===== src/rtl/uart_rx_pkg.sv =====
// Shared types and defaults for the 8N1 UART receive controller.
package uart_rx_pkg;

  typedef enum logic [1:0] {
    IDLE,
    START_CHK,
    DATA,
    STOP_CHK
  } rx_state_t;

  localparam int DEFAULT_CLKS_PER_BIT = 10;
  localparam int RX_FRAME_BITS        = 9;

endpackage


===== src/rtl/rx_bit_timer.sv =====
// Clearable, enabled up-counter that wraps to zero after reaching i_max,
// flagging that cycle with a one-cycle rollover pulse.
module rx_bit_timer #(
  parameter int WIDTH = 4
) (
  input  logic             i_clk,
  input  logic             i_rst,
  input  logic             i_clear,
  input  logic             i_enable,
  input  logic [WIDTH-1:0] i_max,
  output logic             o_rollover
);

  logic [WIDTH-1:0] r_count;

  assign o_rollover = i_enable && (r_count == i_max);

  always_ff @(posedge i_clk or posedge i_rst) begin
    if (i_rst) begin
      r_count <= '0;
    end else if (i_clear) begin
      r_count <= '0;
    end else if (i_enable) begin
      r_count <= o_rollover ? '0 : r_count + 1'b1;
    end
  end

endmodule


===== src/rtl/uart_rx_ctrl.sv =====
// 8N1 receive controller: start-bit validation, per-bit shift strobes,
// stop-bit check with buffer load or sticky framing error.
module uart_rx_ctrl
  import uart_rx_pkg::*;
#(
  parameter int CLKS_PER_BIT = DEFAULT_CLKS_PER_BIT,
  parameter int FRAME_BITS   = RX_FRAME_BITS
) (
  input  logic i_clk,
  input  logic i_rst,
  input  logic i_serial_in,
  input  logic i_stop_bit,
  output logic o_shift_strobe,
  output logic o_load_buffer,
  output logic o_framing_error,
  output logic o_rx_busy
);

  localparam int TW   = $clog2(CLKS_PER_BIT);
  localparam int BW   = $clog2(FRAME_BITS + 1);
  localparam int HALF = CLKS_PER_BIT / 2;

  localparam logic [TW-1:0] HALF_MAX = TW'(HALF - 1);
  localparam logic [TW-1:0] BIT_MAX  = TW'(CLKS_PER_BIT - 1);
  localparam logic [BW-1:0] LAST_BIT = BW'(FRAME_BITS - 1);

  rx_state_t       r_state;
  rx_state_t       w_next_state;
  logic            r_prev_rx;
  logic            r_framing_error;
  logic            w_start_edge;
  logic            w_timer_clr;
  logic            w_timer_en;
  logic [TW-1:0]   w_timer_max;
  logic            w_timer_roll;
  logic            w_bit_roll;
  logic            w_shift_strobe;
  logic            w_load_buffer;
  logic            w_clear_ferr;
  logic            w_set_ferr;

  assign w_start_edge   = r_prev_rx && !i_serial_in;
  assign w_timer_clr    = (r_state == IDLE);
  assign w_timer_en     = (r_state == START_CHK) || (r_state == DATA);
  assign w_timer_max    = (r_state == START_CHK) ? HALF_MAX : BIT_MAX;
  assign w_shift_strobe = (r_state == DATA) && w_timer_roll;

  // Same timer measures the half-bit start check, then full bit periods.
  rx_bit_timer #(.WIDTH(TW)) u_clk_timer (
    .i_clk      (i_clk),
    .i_rst      (i_rst),
    .i_clear    (w_timer_clr),
    .i_enable   (w_timer_en),
    .i_max      (w_timer_max),
    .o_rollover (w_timer_roll)
  );

  rx_bit_timer #(.WIDTH(BW)) u_bit_counter (
    .i_clk      (i_clk),
    .i_rst      (i_rst),
    .i_clear    (w_timer_clr),
    .i_enable   (w_shift_strobe),
    .i_max      (LAST_BIT),
    .o_rollover (w_bit_roll)
  );

  always_comb begin
    w_next_state  = r_state;
    w_load_buffer = 1'b0;
    w_clear_ferr  = 1'b0;
    w_set_ferr    = 1'b0;
    case (r_state)
      IDLE: begin
        if (w_start_edge) w_next_state = START_CHK;
      end
      START_CHK: begin
        if (w_timer_roll) begin
          if (!i_serial_in) begin
            w_next_state = DATA;
            w_clear_ferr = 1'b1;
          end else begin
            w_next_state = IDLE;
          end
        end
      end
      DATA: begin
        if (w_bit_roll) w_next_state = STOP_CHK;
      end
      STOP_CHK: begin
        w_next_state  = IDLE;
        w_load_buffer = i_stop_bit;
        w_set_ferr    = !i_stop_bit;
      end
      default: w_next_state = IDLE;
    endcase
  end

  // prev_rx resets low so a line held low out of reset never looks like a start.
  always_ff @(posedge i_clk or posedge i_rst) begin
    if (i_rst) begin
      r_state         <= IDLE;
      r_prev_rx       <= 1'b0;
      r_framing_error <= 1'b0;
    end else begin
      r_state   <= w_next_state;
      r_prev_rx <= i_serial_in;
      if (w_set_ferr) begin
        r_framing_error <= 1'b1;
      end else if (w_clear_ferr) begin
        r_framing_error <= 1'b0;
      end
    end
  end

  assign o_shift_strobe  = w_shift_strobe;
  assign o_load_buffer   = w_load_buffer;
  assign o_framing_error = r_framing_error;
  assign o_rx_busy       = (r_state != IDLE);

endmodule

===== config.mk =====
export PLATFORM = sky130hd
export DESIGN_NAME = uart_rx_ctrl
export DESIGN_NICKNAME = d
export VERILOG_FILES = /design/src/rtl/uart_rx_pkg.sv /design/src/rtl/rx_bit_timer.sv /design/src/rtl/uart_rx_ctrl.sv
export SDC_FILE = /design/constraint.sdc
export NUM_CORES = 1
export LEC_CHECK = 0
export CORE_UTILIZATION = 50
export DETAILED_ROUTE_END_ITERATION = 16
export MAX_ROUTING_LAYER = met4
export PLACE_DENSITY_LB_ADDON = 0.15
export SETUP_SLACK_MARGIN = 0.05
export SKIP_CTS_REPAIR_TIMING = 1
export SLEW_MARGIN = 10
export SYNTH_ARGS = -nofsm -noshare
export SYNTH_HDL_FRONTEND = slang
export SYNTH_SLANG_ARGS = --single-unit

===== constraint.sdc =====
create_clock -name i_clk -period 2.1 [get_ports i_clk]
set_clock_uncertainty 0.15 [all_clocks]
set_input_delay 0.315 -clock i_clk [delete_from_list [all_inputs] [get_ports i_clk]]
set_output_delay 0.315 -clock i_clk [all_outputs]
set_load 0.01 [all_outputs]

# Word-level counts from Yosys, hierarchy flattened
# Cells that the tools add are included.
[word_totals]
regBits = 12
out_inout_bits = 4
[classes]
n_addsub = 2
eq_ne = 8
mux = 19
n_reduce_logical = 13
[op_table]
columns = ["cell", "n"]
rows = [
  ["two-way mux 4 bit", 7],
  ["adder 4 x 1 -> 4 bit (second input constant)", 2],
  ["two-way mux 2 bit", 4],
  ["case mux 2 bit (4 select lines)", 1],
  ["nonzero test 2 bit", 4],
  ["two-way mux 1 bit", 7],
  ["equality test 2 bit (second input constant)", 2],
  ["equality test 4 bit", 1],
  ["equality test 4 bit (second input constant)", 1],
  ["logical AND 1 bit", 4],
  ["inequality test 2 x 1 -> 1 bit (second input constant)", 2],
  ["AND reduction 3 bit", 1],
  ["equality test 2 x 1 -> 1 bit (second input constant)", 1],
  ["logical NOT 1 bit", 2],
  ["logical NOT 2 bit", 1],
  ["inequality test 2 bit (second input constant)", 1],
  ["logical OR 1 bit", 1],
]

# Depth between registers and ports, before layout
# Gate-level depths: netlist of run 1.
[depth]
depth_word = 9
depth_mapped = 6

# Hierarchy
# A second synthesis of run 1 with hierarchy kept.
[hier_totals]
cells_unflattened = 86
hier_area_um2 = 827.0
[by_module_without_submodules]
columns = ["module", "instances", "cells_per_inst", "area_per_inst_um2"]
rows = [
  ["rx_bit_timer", 2, 28, 254.0],
  ["uart_rx_ctrl", 1, 30, 319.1],
]

# Worst setup path before layout of run 1
# Ideal clock, no wire load.
[synth_timing]
kind = "reg2reg"
startpoint = "reg r_state[0]"
endpoint = "reg u_bit_counter.r_count[2]"
setup_time_ns = 0.073
arrival_ns = 1.536
setup_slack_ns = 0.341
path_stages_with_launch = 6
path_cell_list = "dfrtp_1 > ha_1 > and4bb_2 > o211ai_4 > a2111o_1 > a21oi_2"
[synth_between]
elab_chain_len = 9
elab_cells_between_ends = 13
classes_between = "eq/ne (3); mux (4); reduce/logical (6)"
[synth_rtl]
columns = ["item", "line", "source"]
rows = [
  ["start, declared", "uart_rx_ctrl.sv:27", "rx_state_t r_state;"],
  ["start signal, assigned", "uart_rx_ctrl.sv:105", "r_state <= w_next_state;"],
  ["equality test 2 x 1 -> 1 bit", "uart_rx_ctrl.sv:44, uart_rx_ctrl.sv:45", ""],
  ["two-way mux 4 bit", "uart_rx_ctrl.sv:45", "assign w_timer_max = (r_state == START_CHK) ? HALF_MAX : BIT_MAX;"],
  ["equality test 4 bit", "rx_bit_timer.sv:16", "assign o_rollover = i_enable && (r_count == i_max);"],
  ["logical AND 1 bit", "rx_bit_timer.sv:16", ""],
  ["logical AND 1 bit", "uart_rx_ctrl.sv:46", "assign w_shift_strobe = (r_state == DATA) && w_timer_roll;"],
  ["logical AND 1 bit", "rx_bit_timer.sv:16", ""],
  ["two-way mux 4 bit", "rx_bit_timer.sv:24", "r_count <= o_rollover ? '0 : r_count + 1'b1;"],
  ["two-way mux 4 bit", "rx_bit_timer.sv:23", "end else if (i_enable) begin"],
  ["two-way mux 4 bit", "rx_bit_timer.sv:21", "end else if (i_clear) begin"],
  ["end signal, assigned", "rx_bit_timer.sv:24", ""],
  ["end, declared", "rx_bit_timer.sv:14", "logic [WIDTH-1:0] r_count;"],
]
# Parallel ways exist; a longest one is shown, timed or not. The select of a mux whose other input is x is not followed.
# A chain may end at the register's enable or synchronous reset.

==> results of run 1 <==
state kept, by name (all words and copies together), names as in the netlist, named ones only:
register / count
o_framing_error: 1
r_prev_rx: 1
r_state: 1
u_bit_counter.r_count: 4
u_clk_timer.r_count: 4
metrics by stage:
step | TNS [ps] | power, W | area, µm²
global placement | 0 | 0.000905 | 896
global route | 0 | 0.00117 | 950
detailed placement | -8.14 | 0.000920 | 896
floorplan | 0 | 0.000706 | 759
finish | 0 | 0.00110 | 950
CTS | -303 | 0.00106 | 918
synthesized netlist by cell type (all sizes together) (2+ instances only):
master / count / area, µm²
a21oi: 4 / 23.8
and4bb: 2 / 28.8
dfrtp: 12 / 300
ha: 7 / 87.6
inv: 9 / 33.8
mux2i: 3 / 30.0
nand2: 2 / 7.51
nand2b: 2 / 12.5
nor2: 8 / 30.0
nor2b: 2 / 12.5
o211ai: 2 / 28.8
o21ai: 6 / 30.0
or3: 2 / 12.5
xor2: 2 / 17.5
power groups by stage:
stage               combinational, W  sequential [W]  clock (W)
floorplan                   0.000362        0.000344          0
global placement            0.000550        0.000355          0
detailed placement          0.000561        0.000360          0
CTS                         0.000564        0.000356   0.000142
global route                0.000641        0.000376   0.000152
finish                      0.000591        0.000371   0.000141
layout make-up:
type / count / area (µm²)
multi-input combinational: 53 / 444
fill: 117 / 400
sequential: 12 / 300
timing repair buffer: 14 / 130
inverter: 9 / 33.8
clock buffer: 3 / 22.5
tap: 15 / 18.8
worst paths after layout:
check / start / endpoint / cells past startpoint
worst max-delay path: flop / o_shift_strobe / 6
worst min-delay path: i_rst / u_bit_counter.r_count[3] / 2
worst max register to register: r_state[0] / u_bit_counter.r_count[2] / 6
worst min register to register: o_framing_error / o_framing_error / 2
max in group asynchronous: i_rst / u_clk_timer.r_count[1] / 2
min in group i_clk: i_serial_in / r_prev_rx / 1
kinds of logic after synthesis:
| logic type | count (synthesis) | share of synthesized area [%] |
|---|---|---|
| and+or+nand+nor | 23 | 18.8 |
| AOI/OAI and AO/OA | 17 | 17.6 |
| DFF | 12 | 39.5 |
| buffers and inverters | 10 | 5.11 |
| adders and majority gates | 7 | 11.5 |
| xor gates and xnor gates | 3 | 3.46 |
| muxes | 3 | 3.95 |
routing by layer:
layer	up-vias	global-route usage, %
met1	271	29.6
met5	-	-
met4	0	10.0
met3	6	5.98
met2	13	37.9
li1	294	-
critical path: cells and delay by family, from the launching register on:
| family | cells | cell delay, ps |
|---|---|---|
| adders and majority gates | 1 | 190 |
| buffers and inverters | 3 | 280 |
| DFF | 1 | 390 |
| and+or+nand+nor | 1 | 260 |
| AOI/OAI and AO/OA | 1 | 170 |
placed cells by master (no fill, tap or decap), types with 2 or more instances in the layout:
master,synthesis,layout
ha_1,7,5
mux2i_1,3,3
inv_2,0,2
ha_2,0,2
o21ai_0,5,5
clkbuf_4,0,3
a21oi_1,3,2
nor2_1,8,8
buf_4,0,7
nor2b_1,2,2
clkdlybuf4s50_1,0,4
xor2_1,2,2
dlymetal6s2s_1,0,3
or3_1,2,2
nand2b_1,2,2
a21oi_2,1,2
inv_1,9,7
nand2_1,2,2
dfrtp_1,12,12
==> metrics.md, run 1 <==
| Metric | Value |
|---|---|
| Post-route met1 wirelength | `793 µm` |
| Syn Inst Count | `75` |
| Final Hold Fails | `0` |
| Final core utilization | `a little over two thirds` |
| H-tree lvl count | `1` |
| Post-route insts no fill | `106` |
| Worst vdd rail ir drop | `822 µV` |
| Max Freq | `about 500 MHz` |
| Placer Congestion | `~0.77` |
| Via density | `5.51` |
| Int Power | `about 0.00064 W` |
| Slew @ Worst Pin | `roughly 480 ps` |
| # rows | `13` |
| Slowest-stage cell, CP | `dfrtp_1` |
| Residual DRC count | `0` |
| Worst-path clk slew | `70 ps` |
| Number of antenna diodes | `0` |
| Root Buffer | `clkbuf_4` |
| WS Path Type | `reg2out` |
| Final setup fails | `0` |
| Total Nets Final | `104` |
| Global route total overflow | `0` |
| GRT Util Overall | `24.2%` |
| DR top layer | `met4` |
| Critical path data required time | `around 1600 ps` |
| Die Area | `1680 µm²` |
| I/O Buffers | `7` |
| Final worst slack | `about 80 ps` |
| Final Cycle Share | `just under 100%` |
| Tmin final | `2020 ps` |
| Die width | `41.0 µm` |
| Largest net degree at the start of global routing | `13` |
| Area delta synth->final | `25.0%` |
| Synthesis-stage register bit count | `12` |
| FFs w/ async S/R, synth | `100%` |
| Pleak | `0.464 nW` |
| Sw Pwr | `0.000457 W` |
| RSZ-0062 raised after global routing | `yes` |
| Comb pwr share | `53.6%` |
| Post-synthesis sequential area ratio | `39.5%` |
| Post-DRT Antenna Nets | `0` |
| CP endpoint kind | `output port` |
| Critical Path Source Type | `flop` |
| Total routed wirelength | `1.64 mm` |
| Clk_lat worst skew | `270 ps` |
| Starting density of the core | `between 50% and 60%` |
| Max Buffers Root-to-Sink | `2` |
| Main synth FF type | `dfrtp_1` |
| Biggest cell delay along the critical path | `between 300 and 400 ps` |
| Yosys cell types | `30` |
| Place WS | `-8.14 ps` |
| CTS tree | `built` |
| Via count | `584` |
| Worst hold slack | `~210 ps` |
| Crit-path cells | `inv_2 > ha_2 > and4bb_2 > o211ai_4 > inv_1 > dlymetal6s2s_1` |
| Final HPWL from detailed placement | `1.22 mm` |
| Io pins | `8` |
| Post-Syn Area per Cell | `10.1 µm²` |
| Synth Warn # | `0` |
| Synthesized area | `759 µm²` |
| Status | `complete, no violations` |
| Initial DRC count | `6` |
| Power share of the clock group | `between 10 and 15%` |
| WL/cell | `15.5 µm` |
| Met3 wire length | `58 µm` |
| Die Height | `41.0 µm` |
| Max-Cap Viols | `0` |
| Power density over cell area | `1160 nW/µm²` |
| CTS buffer count | `3` |
| Post-synth EDFFs | `0` |
| Worst-path maximum fanout | `3` |
| # placed instances | `between 100 and 150` |
| Share of layout cells above drive strength 1 | `24.2%` |
| Syn_nets | `86` |
| Sw Ratio | `~41%` |
| First-pass GRT wire length | `2.46 mm` |
| R2R Setup Slk | `160 ps` |
| Critical path data arrival time | `about 1600 ps` |
| DRT Pass-1 Iters | `3` |
| Vias in the first global route | `542` |
| Worst Hold Class | `in2async` |
| Final Max Tran Viols | `0` |
| Met2 WL post-DR | `between 700 and 800 µm` |
| Core outline area | `1350 µm²` |
| Worst slew margin | `68.0%` |
| Seq pwr share | `33.6%` |
| CTS Sinks | `12` |
| Initial antenna violation count | `0` |
Note: power is estimated with default switching activity, not from simulation.
==> run 2, diff against run 1 <==
- CORE_MARGIN: default -> 2
==> run 2 against run 1 <==
The run now ends with setup timing left. Global-route usage is 4.9 points lower. Total power is 0.72% lower. Sequential share of layout area is 0.25 points higher. Cell area is 0.79% lower. Clock-buffer cell count is 1 higher. Die area is 10% higher. Combinational power is 7.1% lower. Sequential power is 5% lower. Critical path depth stayed put. Critical endpoint unchanged.
==> metrics.md, run 2 (synthesis results as in run 1) <==
| Metric | Value |
|---|---|
| Status | `finished, violations left (was complete, no violations)` |
| Failing checks | `setup timing` |
| # rows | `14 (was 13)` |
| Global route hottest layer | `met2 (unchanged)` |
| Worst hold slack | `193 ps (was 209 ps)` |
| Placer Congestion | `0.796 (was 0.769)` |
| Initial antenna violation count | `0 (unchanged)` |
| Global routing usage on met1 | `22.5% (was 29.6%)` |
| Final Cycle Share | `100% (was 96.1%)` |
| Residual DRC count | `0 (unchanged)` |
| Die Area | `1850 µm² (was 1680 µm²)` |
| Tmin final | `2100 ps (was 2020 ps)` |
| DP Area | `890 µm² (was 896 µm²)` |
| Starting density of the core | `51.6% (was 56.3%)` |
| Root Buffer | `clkbuf_4 (unchanged)` |
| Worst Hold Class | `in2async (unchanged)` |
| Total Nets Final | `103 (was 104)` |
| Max Buffers Root-to-Sink | `2 (unchanged)` |
| # placed instances | `103 (unchanged)` |
| Core outline area | `1470 µm² (was 1350 µm²)` |
| Clk_lat worst skew | `280 ps (was 270 ps)` |
| Pleak | `0.469 nW (was 0.464 nW)` |
| First-pass GRT wire length | `2.58 mm (was 2.46 mm)` |
| Total routed wirelength | `1.46 mm (was 1.64 mm)` |
| Worst-path maximum fanout | `3 (unchanged)` |
| CTS buffer count | `3 (unchanged)` |
| Max Freq | `475 MHz (was 495 MHz)` |
| Worst vdd rail ir drop | `660 µV (was 822 µV)` |
| Critical path data required time | `1630 ps (about the same)` |
| Via density | `5.48 (was 5.51)` |
| Power density over cell area | `1160 nW/µm² (about the same)` |
| Most common cell after layout, fill and taps aside | `dfrtp_1 (unchanged)` |
| CTS Sinks | `12 (unchanged)` |
| Worst-path clk slew | `80 ps (was 70 ps)` |
| I/O Buffers | `7 (unchanged)` |
| WL/cell | `13.6 µm (was 15.5 µm)` |
| Top Registers | `u_bit_counter.r_count (4), u_clk_timer.r_count (4) (unchanged)` |
| Final Max Tran Viols | `0 (unchanged)` |
| Via count | `586 (was 584)` |
| GRT Util Overall | `19.4% (was 24.2%)` |
| Post-route insts no fill | `107 (was 106)` |
| Vias in the first global route | `558 (was 542)` |
| Final Hold Fails | `0 (unchanged)` |
| Share of layout cells above drive strength 1 | `19.8% (was 24.2%)` |
| H-tree lvl count | `1 (unchanged)` |
| Die width | `43.0 µm (was 41.0 µm)` |
| CP endpoint kind | `output port (unchanged)` |
| Critical Path Source Type | `flop (unchanged)` |
| Worst slew margin | `68.0% (about the same)` |
| Final worst slack | `-3.06 ps (was 81.8 ps)` |
| Global route total overflow | `0 (unchanged)` |
| Final Cell Area | `942 µm² (was 950 µm²)` |
| Met2 Usage GRT | `33.6% (was 37.9%)` |
| Post-DRT Antenna Nets | `0 (unchanged)` |
| Max-Cap Viols | `0 (unchanged)` |
| WS Path Type | `reg2out (unchanged)` |
| Largest net degree at the start of global routing | `13 (unchanged)` |
| Commonest non-fill, non-tap cells in the layout | `dfrtp_1, inv_1, nor2_1, ha_1, buf_4 (was dfrtp_1, nor2_1, inv_1, buf_4)` |
| Area delta synth->final | `24.1% (was 25.0%)` |
| Critical path data arrival time | `1640 ps (was 1550 ps)` |
| Initial DRC count | `3 (was 6)` |
| CTS tree | `built (unchanged)` |
| Io pins | `8 (unchanged)` |
| Die Height | `43.0 µm (was 41.0 µm)` |
| DRT Pass-1 Iters | `3 (unchanged)` |
| Final setup fails | `1 (was 0)` |
| Grt met3 use | `2.98% (was 5.98%)` |
| Final core utilization | `64.0% (was 70.3%)` |
| Slew @ Worst Pin | `480 ps (was 479 ps)` |
| RSZ-0062 raised after global routing | `yes (unchanged)` |
| Number of antenna diodes | `0 (unchanged)` |
| Final HPWL from detailed placement | `1.10 mm (was 1.22 mm)` |
-- run 2: cell type report --
| cell class | count | area, µm² |
|---|---|---|
| flip-flops and latches | 12 | 300 |
| well taps | 16 | 20.0 |
| repair buffers | 13 | 123 |
| inverters | 9 | 33.8 |
| clock buffers | 4 | 36.3 |
| fillers | 119 | 529 |
| multi-input cells | 53 | 429 |
-- run 2: path summary, 6_finish.rpt --
check | start | slack [ps] | depth (start not counted) | end
worst max-delay path | flop | -3 | 6 | o_shift_strobe
worst min-delay path | i_rst | 190 | 2 | u_bit_counter.r_count[3]
worst max register to register | r_state[0] | 170 | 6 | u_clk_timer.r_count[0]
worst min register to register | o_framing_error | 370 | 2 | o_framing_error
max in group asynchronous | i_rst | 1280 | 2 | u_clk_timer.r_count[1]
min in group i_clk | i_serial_in | 360 | 1 | r_prev_rx
-- run 2: per-layer routing --
layer  wire length (µm)  vias to the layer above  share of wire, %
li1                   -                      294                 -
met1                650                      283                45
met2                749                        7                51
met3                 39                        2               2.7
met4                 19                        0               1.3
met5                  0                        -                 0
-- run 2: worst max-delay path: stages (launching register included) --
cell	delay, ps
dfrtp_1	380
inv_1	110
ha_2	210
and4bb_2	270
o211ai_4	160
inv_1	50
dlymetal6s2s_1	170
-- run 2: where the power goes --
group	leakage, nW	internal [W]	switching, W	total (W)
combinational	0.293	0.000263	0.000286	0.000549
clock	0.0210	0.000106	0.0000853	0.000191
sequential	0.155	0.000290	0.0000642	0.000354
total	0.469	0.000659	0.000436	0.00109
-- run 2: through the flow --
stage | total power (W) | TNS (ps) | setup WS, ps
2_1_floorplan | 0.000706 | 0 | 341
3_3_place_gp | 0.000882 | 0 | 24.4
3_5_place_dp | 0.000899 | -30.9 | -30.9
4_1_cts | 0.00109 | -368 | -338
5_1_grt | 0.00117 | -89.2 | -89.2
6_report | 0.00109 | -3.06 | -3.06
